$ cat src/rtl/bgpu_opc_pkg.sv
// Shared types, default widths and state encodings for the operand collector.
package bgpu_opc_pkg;

    localparam int NUM_TAGS          = 8;
    localparam int PC_WIDTH          = 32;
    localparam int NUM_WARPS         = 8;
    localparam int WARP_WIDTH        = 8;
    localparam int REG_IDX_WIDTH     = 6;
    localparam int OPERANDS_PER_INST = 3;
    localparam int REG_WIDTH         = 4;

    localparam int TAG_WIDTH  = $clog2(NUM_TAGS);
    localparam int WID_WIDTH  = $clog2(NUM_WARPS);
    localparam int IID_WIDTH  = TAG_WIDTH + WID_WIDTH;
    localparam int DATA_WIDTH = REG_WIDTH * WARP_WIDTH;

    typedef logic [IID_WIDTH-1:0]     iid_t;
    typedef logic [REG_IDX_WIDTH-1:0] reg_idx_t;
    typedef logic [WID_WIDTH-1:0]     wid_t;
    typedef logic [WARP_WIDTH-1:0]    act_mask_t;
    typedef logic [PC_WIDTH-1:0]      pc_t;
    typedef logic [DATA_WIDTH-1:0]    data_t;

    typedef enum logic {
        ENTRY_EMPTY,
        ENTRY_COLLECT
    } entry_state_e;

    typedef enum logic [1:0] {
        SLOT_IDLE,
        SLOT_REQ,
        SLOT_WAIT,
        SLOT_DONE
    } slot_state_e;

endpackage

$ cat src/rtl/opc_operand_slot.sv
// One source-operand slot: issues a single register read, waits for the
// response and holds the returned data until the entry retires.
module opc_operand_slot
    import bgpu_opc_pkg::*;
#(
    parameter int RegIdxWidth = REG_IDX_WIDTH,
    parameter int DataWidth   = DATA_WIDTH
) (
    input  logic                   clk,
    input  logic                   srst,
    input  logic                   start,
    input  logic [RegIdxWidth-1:0] start_reg_idx,
    input  logic                   clear,
    output logic                   req_valid,
    output logic [RegIdxWidth-1:0] req_reg_idx,
    input  logic                   req_ready,
    input  logic                   rsp_valid,
    input  logic [DataWidth-1:0]   rsp_data,
    output logic                   done,
    output logic [DataWidth-1:0]   data
);

    slot_state_e            state_reg;
    slot_state_e            state_next;
    logic [RegIdxWidth-1:0] reg_idx_reg;
    logic [DataWidth-1:0]   data_reg;

    always_ff @(posedge clk) begin
        if (srst) begin
            state_reg   <= SLOT_IDLE;
            reg_idx_reg <= '0;
            data_reg    <= '0;
        end else begin
            state_reg <= state_next;
            if (state_reg == SLOT_IDLE && start) begin
                reg_idx_reg <= start_reg_idx;
            end
            // Only a slot with an accepted request may capture; stray
            // responses in any other state leave the data untouched.
            if (state_reg == SLOT_WAIT && rsp_valid) begin
                data_reg <= rsp_data;
            end
        end
    end

    always_comb begin
        state_next = state_reg;
        case (state_reg)
            SLOT_IDLE: if (start)     state_next = SLOT_REQ;
            SLOT_REQ:  if (req_ready) state_next = SLOT_WAIT;
            SLOT_WAIT: if (rsp_valid) state_next = SLOT_DONE;
            SLOT_DONE: if (clear)     state_next = SLOT_IDLE;
            default:                  state_next = SLOT_IDLE;
        endcase
    end

    assign req_valid   = (state_reg == SLOT_REQ);
    assign req_reg_idx = reg_idx_reg;
    assign done        = (state_reg == SLOT_DONE);
    assign data        = data_reg;

endmodule

$ cat src/rtl/bgpu_operand_collector.sv
// Single-entry operand collector: holds one dispatched instruction, gathers
// its source operands over per-operand read ports and hands it to the EU.
module bgpu_operand_collector
    import bgpu_opc_pkg::*;
#(
    parameter int NumTags         = NUM_TAGS,
    parameter int PcWidth         = PC_WIDTH,
    parameter int NumWarps        = NUM_WARPS,
    parameter int WarpWidth       = WARP_WIDTH,
    parameter int RegIdxWidth     = REG_IDX_WIDTH,
    parameter int OperandsPerInst = OPERANDS_PER_INST,
    parameter int RegWidth        = REG_WIDTH,
    localparam int TagWidth       = $clog2(NumTags),
    localparam int WidWidth       = $clog2(NumWarps),
    localparam int IidWidth       = TagWidth + WidWidth,
    localparam int DataWidth      = RegWidth * WarpWidth
) (
    input  logic                                   clk_i,
    input  logic                                   rst_i,
    output logic                                   opc_ready_o,
    input  logic                                   disp_valid_i,
    input  logic [IidWidth-1:0]                    disp_tag_i,
    input  logic [PcWidth-1:0]                     disp_pc_i,
    input  logic [WarpWidth-1:0]                   disp_act_mask_i,
    input  logic [RegIdxWidth-1:0]                 disp_dst_i,
    input  logic [OperandsPerInst*RegIdxWidth-1:0] disp_src_i,
    output logic [OperandsPerInst-1:0]             opc_read_req_valid_o,
    output logic [OperandsPerInst*WidWidth-1:0]    opc_read_req_wid_o,
    output logic [OperandsPerInst*RegIdxWidth-1:0] opc_read_req_reg_idx_o,
    input  logic [OperandsPerInst-1:0]             opc_read_req_ready_i,
    input  logic [OperandsPerInst-1:0]             opc_read_rsp_valid_i,
    input  logic [OperandsPerInst*DataWidth-1:0]   opc_read_rsp_data_i,
    input  logic                                   eu_ready_i,
    output logic                                   opc_valid_o,
    output logic [IidWidth-1:0]                    opc_tag_o,
    output logic [PcWidth-1:0]                     opc_pc_o,
    output logic [WarpWidth-1:0]                   opc_act_mask_o,
    output logic [RegIdxWidth-1:0]                 opc_dst_o,
    output logic [OperandsPerInst*DataWidth-1:0]   opc_operand_data_o
);

    entry_state_e               state_reg;
    entry_state_e               state_next;
    logic [IidWidth-1:0]        tag_reg;
    logic [PcWidth-1:0]         pc_reg;
    logic [WarpWidth-1:0]       mask_reg;
    logic [RegIdxWidth-1:0]     dst_reg;
    logic [OperandsPerInst-1:0] slot_done;
    logic                       insert;
    logic                       retire;
    logic                       all_done;

    assign all_done = &slot_done;
    assign insert   = (state_reg == ENTRY_EMPTY) && disp_valid_i;
    assign retire   = (state_reg == ENTRY_COLLECT) && all_done && eu_ready_i;

    always_ff @(posedge clk_i) begin
        if (rst_i) begin
            state_reg <= ENTRY_EMPTY;
            tag_reg   <= '0;
            pc_reg    <= '0;
            mask_reg  <= '0;
            dst_reg   <= '0;
        end else begin
            state_reg <= state_next;
            if (insert) begin
                tag_reg  <= disp_tag_i;
                pc_reg   <= disp_pc_i;
                mask_reg <= disp_act_mask_i;
                dst_reg  <= disp_dst_i;
            end
        end
    end

    always_comb begin
        state_next = state_reg;
        case (state_reg)
            ENTRY_EMPTY:   if (insert) state_next = ENTRY_COLLECT;
            ENTRY_COLLECT: if (retire) state_next = ENTRY_EMPTY;
            default:                   state_next = ENTRY_EMPTY;
        endcase
    end

    // Every request carries the warp id held in the upper tag bits.
    genvar gi;
    generate
        for (gi = 0; gi < OperandsPerInst; gi++) begin : g_slot
            opc_operand_slot #(
                .RegIdxWidth (RegIdxWidth),
                .DataWidth   (DataWidth)
            ) u_slot (
                .clk           (clk_i),
                .srst          (rst_i),
                .start         (insert),
                .start_reg_idx (disp_src_i[gi*RegIdxWidth +: RegIdxWidth]),
                .clear         (retire),
                .req_valid     (opc_read_req_valid_o[gi]),
                .req_reg_idx   (opc_read_req_reg_idx_o[gi*RegIdxWidth +: RegIdxWidth]),
                .req_ready     (opc_read_req_ready_i[gi]),
                .rsp_valid     (opc_read_rsp_valid_i[gi]),
                .rsp_data      (opc_read_rsp_data_i[gi*DataWidth +: DataWidth]),
                .done          (slot_done[gi]),
                .data          (opc_operand_data_o[gi*DataWidth +: DataWidth])
            );
            assign opc_read_req_wid_o[gi*WidWidth +: WidWidth] = tag_reg[IidWidth-1:TagWidth];
        end
    endgenerate

    assign opc_ready_o    = (state_reg == ENTRY_EMPTY);
    assign opc_valid_o    = (state_reg == ENTRY_COLLECT) && all_done;
    assign opc_tag_o      = tag_reg;
    assign opc_pc_o       = pc_reg;
    assign opc_act_mask_o = mask_reg;
    assign opc_dst_o      = dst_reg;

endmodule

$ cat config.mk
export PLATFORM = sky130hd
export DESIGN_NAME = bgpu_operand_collector
export DESIGN_NICKNAME = d
export VERILOG_FILES = /design/src/rtl/bgpu_opc_pkg.sv /design/src/rtl/opc_operand_slot.sv /design/src/rtl/bgpu_operand_collector.sv
export SDC_FILE = /design/constraint.sdc
export NUM_CORES = 1
export LEC_CHECK = 0
export ABC_AREA = 0
export BUFFER_PORTS_ARGS = -buffer_cell sky130_fd_sc_hd__buf_2
export CAP_MARGIN = 25
export CORE_MARGIN = 10
export CORE_UTILIZATION = 40
export DETAILED_ROUTE_END_ITERATION = 6
export MAX_ROUTING_LAYER = met4
export PLACE_DENSITY = 0.76
export SETUP_SLACK_MARGIN = 0.1
export SYNTH_ARGS = -nofsm -noshare
export SYNTH_HDL_FRONTEND = slang
export SYNTH_SLANG_ARGS = --single-unit
export TNS_END_PERCENT = 50
$ cat constraint.sdc
create_clock -name clk_i -period 1.7 [get_ports clk_i]
set_clock_uncertainty 0.2 [all_clocks]
set_input_delay 0.34 -clock clk_i [delete_from_list [all_inputs] [get_ports clk_i]]
set_output_delay 0.34 -clock clk_i [all_outputs]
set_load 0.01 [all_outputs]
; Word level (Yosys, flattened, before mapping)
; Index checks and enable logic that the tools add are counted.
[word_totals]
regBits = 173
inputBits = 176
word_cells = 66
[classes]
eq_ne = 21
mux = 14
bitwise = 1
reduce_logical = 16
[ops]
columns = op, count
row1 = case mux 2 bit (4 select lines), 3
row2 = "!= test 2 bit, second input constant", 10
row3 = 2-to-1 mux 2 bit, 8
row4 = "== test 2 bit, second input constant", 6
row5 = AND reduction 4 bit, 3
row6 = logical AND 1 bit, 9
row7 = "== test 2 x 1 -> 1 bit, second input constant", 3
row8 = logical NOT 2 bit, 3
row9 = "!= test 2 x 1 -> 1 bit, second input constant", 2
row10 = AND reduction 3 bit, 1
row11 = 2-to-1 mux 1 bit, 2
row12 = case mux 1 bit (2 select lines), 1
row13 = inverter 1 bit, 1

; Longest topological paths before layout
[depth]
depth_word = 6
depth_mapped = 7
depth_no_buf = 5

; Modules after synthesis
; Synthesis repeated with hierarchy kept, for this count alone.
[unflattened]
cells_unflattened = 803
hier_area_um2 = 6762.7
[modules_own_cells]
columns = mod, n_inst, cells_per_inst, area_each_um2, seq_area_each_um2
row1 = opc_operand_slot, 3, 187, 1532.7, 800.8
row2 = bgpu_operand_collector, 1, 242, 2164.6, 1061.0

; Worst setup path before layout
; No wires, ideal clock.
[synth_timing]
path_type = flip-flop to flip-flop
from = reg g_slot[1].u_slot.state_reg[0]
to = reg g_slot[1].u_slot.state_reg[1]
setup_ns = 0.116
t_arrival_ns = 1.508
required_time_ns = 1.384
path_slack_ns = -0.125
path_stages_with_launch = 7
path_buffers = 1
cell_sequence = dfxtp_1 inv_1 ha_1 clkbuf_1 a222oi_1 a211oi_1 a41o_1
[synth_via]
elab_chain_len = 6
elab_cells_between_ends = 13
cone_classes = eq/ne (7) / mux (1) / reduce/logical (5)
[synth_rtl]
columns = element, line
row1 = "start, declared", opc_operand_slot.sv:23  ; slot_state_e state_reg;
row2 = "start signal, assigned", opc_operand_slot.sv:34  ; state_reg <= state_next;
row3 = == test 2 bit, "opc_operand_slot.sv:48, opc_operand_slot.sv:59"
row4 = AND reduction 3 bit, bgpu_operand_collector.sv:53  ; assign all_done = &slot_done;
row5 = logical AND 1 bit (2 in a row), bgpu_operand_collector.sv:55  ; assign retire = (state_reg == ENTRY_COLLECT) && all_done && eu_ready_i;
row6 = != test 2 bit (no line), --
row7 = AND reduction 4 bit (no line), --
; Parallel ways exist; a longest one is shown, timed or not.
; A chain may end at the register's enable or synchronous reset.

; Final worst setup path
[layout_timing]
from = reg g_slot[2].u_slot.state_reg[0]
to = reg g_slot[2].u_slot.state_reg[1]
[layout_via]
elab_chain_len = 6
elab_cells_between_ends = 13
cone_classes = eq/ne (7) / mux (1) / reduce/logical (5)
[layout_rtl]
columns = element, line
row1 = "start, declared", opc_operand_slot.sv:23
row2 = "start signal, assigned", opc_operand_slot.sv:34
row3 = == test 2 bit, "opc_operand_slot.sv:48, opc_operand_slot.sv:59"
row4 = AND reduction 3 bit, bgpu_operand_collector.sv:53
row5 = logical AND 1 bit (2 in a row), bgpu_operand_collector.sv:55
row6 = != test 2 bit (no line), --
row7 = AND reduction 4 bit (no line), --
; Parallel ways exist; a longest one is shown, timed or not.

==> summary.md <==
## STA
- Final Critical Period: 1.81 ns
- fin. max-slew vios: 0
- transition time of the tightest slew-check pin: 0.486 ns
- setup repair after global routing missed its margin: yes
- maximum achievable frequency: 553 MHz
- worst-case headroom to the max-slew limit: 0.672
- Setup WS post-layout: -0.107 ns
- fin crit share: 1.06
- number of hold violations in the final report: 0
- final setup violation count: 9

## Critical path
- required time at the worst-slack endpoint: 1.80 ns
- slowest CP cell: sky130_fd_sc_hd__dfxtp_2
- CP Capture Type: flop
- number of gates on the worst path with buffers counted: 7
- highest fanout seen on the critical path: 4
- Worst Path Arrival: 1.91 ns
- CP max stage delay: 0.36 ns
- gate family responsible for the most delay along the worst path: compound AO/OA/AOI/OAI gates
- critical path start-end classification: reg -> reg
- Reg2Reg Depth: 7
- startpoint type of the worst setup path: flop
- ordered list of cells on the worst path: buf_6 -> inv_4 -> ha_4 -> a222oi_1 -> buf_4 -> a211oi_2 -> a41o_1
- count of buffering cells on the critical path with inverters included: 3
- R2R Setup Slk: -0.11 ns

## Power and ir drop
- Power per Cell Area: 1130 nW/µm²
- Max VDD drop: 0.766 mV
- Final Total Pwr: 13.2 mW
- LEAKAGE: 5.41 nW

## Yosys
- Synth Flop Type: sky130_fd_sc_hd__dfxtp_1
- share of async-settable or async-resettable flops after synthesis: 0
- area fraction in compound gates after synthesis: 0.155
- distinct cell type count after synthesis: 20
- most repeated cell in the gate-level netlist after synthesis: sky130_fd_sc_hd__nand2_1
- synthesis-stage register bit count: 173
- Net Count, Synth: 994
- cell type with the largest total area after synthesis: sky130_fd_sc_hd__dfxtp_1
- most numerous cell types in the synthesized netlist: sky130_fd_sc_hd__nand2_1 (325), sky130_fd_sc_hd__dfxtp_1 (173), sky130_fd_sc_hd__a21oi_1 (169), sky130_fd_sc_hd__clkbuf_1 (52), sky130_fd_sc_hd__nand3_1 (18)
- netlist area before placement: 6320 µm²
- area fraction in and, or, nand and nor cells after synthesis: 0.216
- count of warnings emitted by yosys: 0
- Seq/Total Area, Yosys: 0.548
- top-area cell type share of the netlist area: 0.548
- parity-gate share of the synthesized area counting xor and xnor cells: 0
- adder-cell share of the synthesized area: 0.0237
- number of flops mapped to enable cells by yosys: 0
- gate count after technology mapping: 806
- multiplexer share of the synthesized area: 0
- synthesized area per cell: 7.85 µm²
- leading cell types by total area after synthesis: sky130_fd_sc_hd__dfxtp_1 (55%), sky130_fd_sc_hd__nand2_1 (19%), sky130_fd_sc_hd__a21oi_1 (13%), sky130_fd_sc_hd__clkbuf_1 (3.1%), sky130_fd_sc_hd__ha_1 (2.4%)
- main combinational cell family by area after synthesis: simple AND/OR/NAND/NOR gates

## Cells and area
- ratio of cells with drive above 1 in the final layout: 0.417
- Filler cells: 1001
- post-route insts no fill: 1562
- max FFs per register: 96
- Nets: 1519
- layout overhead on the synthesized area: 84.5%

## Outcome
- failing checks: setup timing
- run status: complete, but fails checks

## Hold path
- worst hold path depth: 3
- worst hold-check path type: in -> reg

## Floorplan
- area inside the core boundary: 15400 µm²
- die height: 146 µm
- Top-Level Pins: 356
- Die Outline Area: 21200 µm²
- Initial Util: 0.411
- row count: 45
- die width: 146 µm

## Route
- wire per inst: 20.0 µm
- number of DRC markers in iteration 0: 516
- DRC violation count after routing: 0
- Final Routed Wirelength: 31.3 mm
- detailed-routing iteration count for the pre-antenna-repair pass: 5
- ratio of routed vias to standard cells: 5.19
- Post-DRT Antenna Nets: 0
- total vias in the final route: 8107

## GRT
- wire length of the first global-routing pass: 41.8 mm
- maximum number of pins on one net before global-route repair: 41
- vias in the first global route: 7739
- initial antenna violation count: 5
- total global routing overflow: 0
- global routing usage summed across all routing layers: 0.251

## Clock network
- number of buffers added by the clock tree synthesis step: 17
- number of sinks handled by clock tree synthesis: 173
- clock root cell: sky130_fd_sc_hd__clkbuf_16
- Clock Tree Buf Depth: 2
- H-tree depth: 4
- clock transition at the registers of the reported paths: 0.06 ns
- CTS tree: done
- clock insertion delay at the later pin of the skew report: 0.41 ns

## Placed design
- Placed Cells: 1336
- number of buffer cells added on primary ports: 355
- HPWL Detailed: 17.0 mm
- Placer Congestion: 0.835

## Flow run
- number of max-cap violations: 0

[worst reg2reg max path, stage by stage, from the launching register on]
cell                       delay (ns)
sky130_fd_sc_hd__dfxtp_2         0.36
sky130_fd_sc_hd__buf_6           0.13
sky130_fd_sc_hd__inv_4           0.04
sky130_fd_sc_hd__ha_4            0.15
sky130_fd_sc_hd__a222oi_1        0.34
sky130_fd_sc_hd__buf_4           0.20
sky130_fd_sc_hd__a211oi_2        0.07
sky130_fd_sc_hd__a41o_1          0.21
[path summary, 6_finish.rpt]
check | startpoint | endpoint
worst max-delay path | g_slot[2].u_slot.state_reg[0] | g_slot[2].u_slot.state_reg[1]
worst min-delay path | disp_src_i[9] | g_slot[1].u_slot.req_reg_idx[3]
worst max register to register | g_slot[2].u_slot.state_reg[0] | g_slot[2].u_slot.state_reg[1]
worst min register to register | g_slot[2].u_slot.data[22] | g_slot[2].u_slot.data[22]
[cell usage in the layout, fill, tap and decap left out, types with 4 or more instances in the layout]
master / synthesis / routed
sky130_fd_sc_hd__buf_2: 2 / 349
sky130_fd_sc_hd__nand2_1: 325 / 282
sky130_fd_sc_hd__dfxtp_1: 173 / 166
sky130_fd_sc_hd__dlygate4sd3_1: 0 / 166
sky130_fd_sc_hd__a21oi_1: 169 / 125
sky130_fd_sc_hd__a21oi_2: 0 / 43
sky130_fd_sc_hd__buf_4: 12 / 31
sky130_fd_sc_hd__nand2_4: 0 / 28
sky130_fd_sc_hd__clkbuf_16: 0 / 24
sky130_fd_sc_hd__nand3_1: 18 / 18
sky130_fd_sc_hd__nand2_2: 0 / 15
sky130_fd_sc_hd__buf_6: 1 / 12
sky130_fd_sc_hd__buf_12: 0 / 10
sky130_fd_sc_hd__ha_4: 0 / 8
sky130_fd_sc_hd__diode_2: 0 / 7
sky130_fd_sc_hd__inv_1: 14 / 7
sky130_fd_sc_hd__dfxtp_4: 0 / 5
sky130_fd_sc_hd__inv_2: 0 / 4
sky130_fd_sc_hd__nor2_1: 5 / 4
sky130_fd_sc_hd__ha_2: 0 / 4
sky130_fd_sc_hd__bufinv_16: 0 / 4
[kinds of logic after synthesis]
| group | after synthesis |
|---|---|
| buffers and inverters | 83 |
| AOI/OAI and AO/OA | 185 |
| DFF | 173 |
| adders and majority gates | 12 |
| and+or+nand+nor | 353 |
[where the power goes]
group / total (mW) / switching (mW) / internal (mW)
clock network: 4.22 / 1.72 / 2.50
logic: 4.14 / 2.22 / 1.92
registers: 4.83 / 0.308 / 4.52
[per-layer routing]
layer | track usage | vias up | routed length [µm]
met1 | 0.258 | 3747 | 10600
met2 | 0.427 | 532 | 15800
met4 | 0.153 | 0 | 2150
li1 | - | 3669 | -
met3 | 0.0596 | 159 | 2720
met5 | - | - | 0
[timing repair]
action	CTS	global route
setup endpoints to repair	11	81
buffers inserted	8	5
pin swaps	15	39
hold endpoints to repair	166	0
hold buffers	166	0
gates cloned	0	8
gates resized for setup	41	127
[area by class of cell]
cell class	count	area [µm²]	share of cell area
clock inverter	14	206	0.0177
tap	211	264	0.0226
clock buffer	18	429	0.0368
antenna	7	17.5	0.00150
timing repair buffer	575	4150	0.356
multi-input combinational	550	3060	0.262
inverter	14	60.1	0.00515
sequential	173	3480	0.299
[through the flow]
step	setup slack, ns	instance area (µm²)	hold slack (ns)	utilization	setup TNS [ns]
after global routing	-0.162	11700	0.0469	0.759	-1.04
after detailed placement	-0.111	8450	0.243	0.550	-0.222
after global placement	-0.0801	8450	0.239	0.550	-0.150
final	-0.107	11700	0.0242	0.759	-0.429
after CTS	-0.0705	11000	0.00526	0.714	-0.340
after floorplan	-0.0205	6370	0.236	-	-0.0318
(Power assumes the default switching activity.)
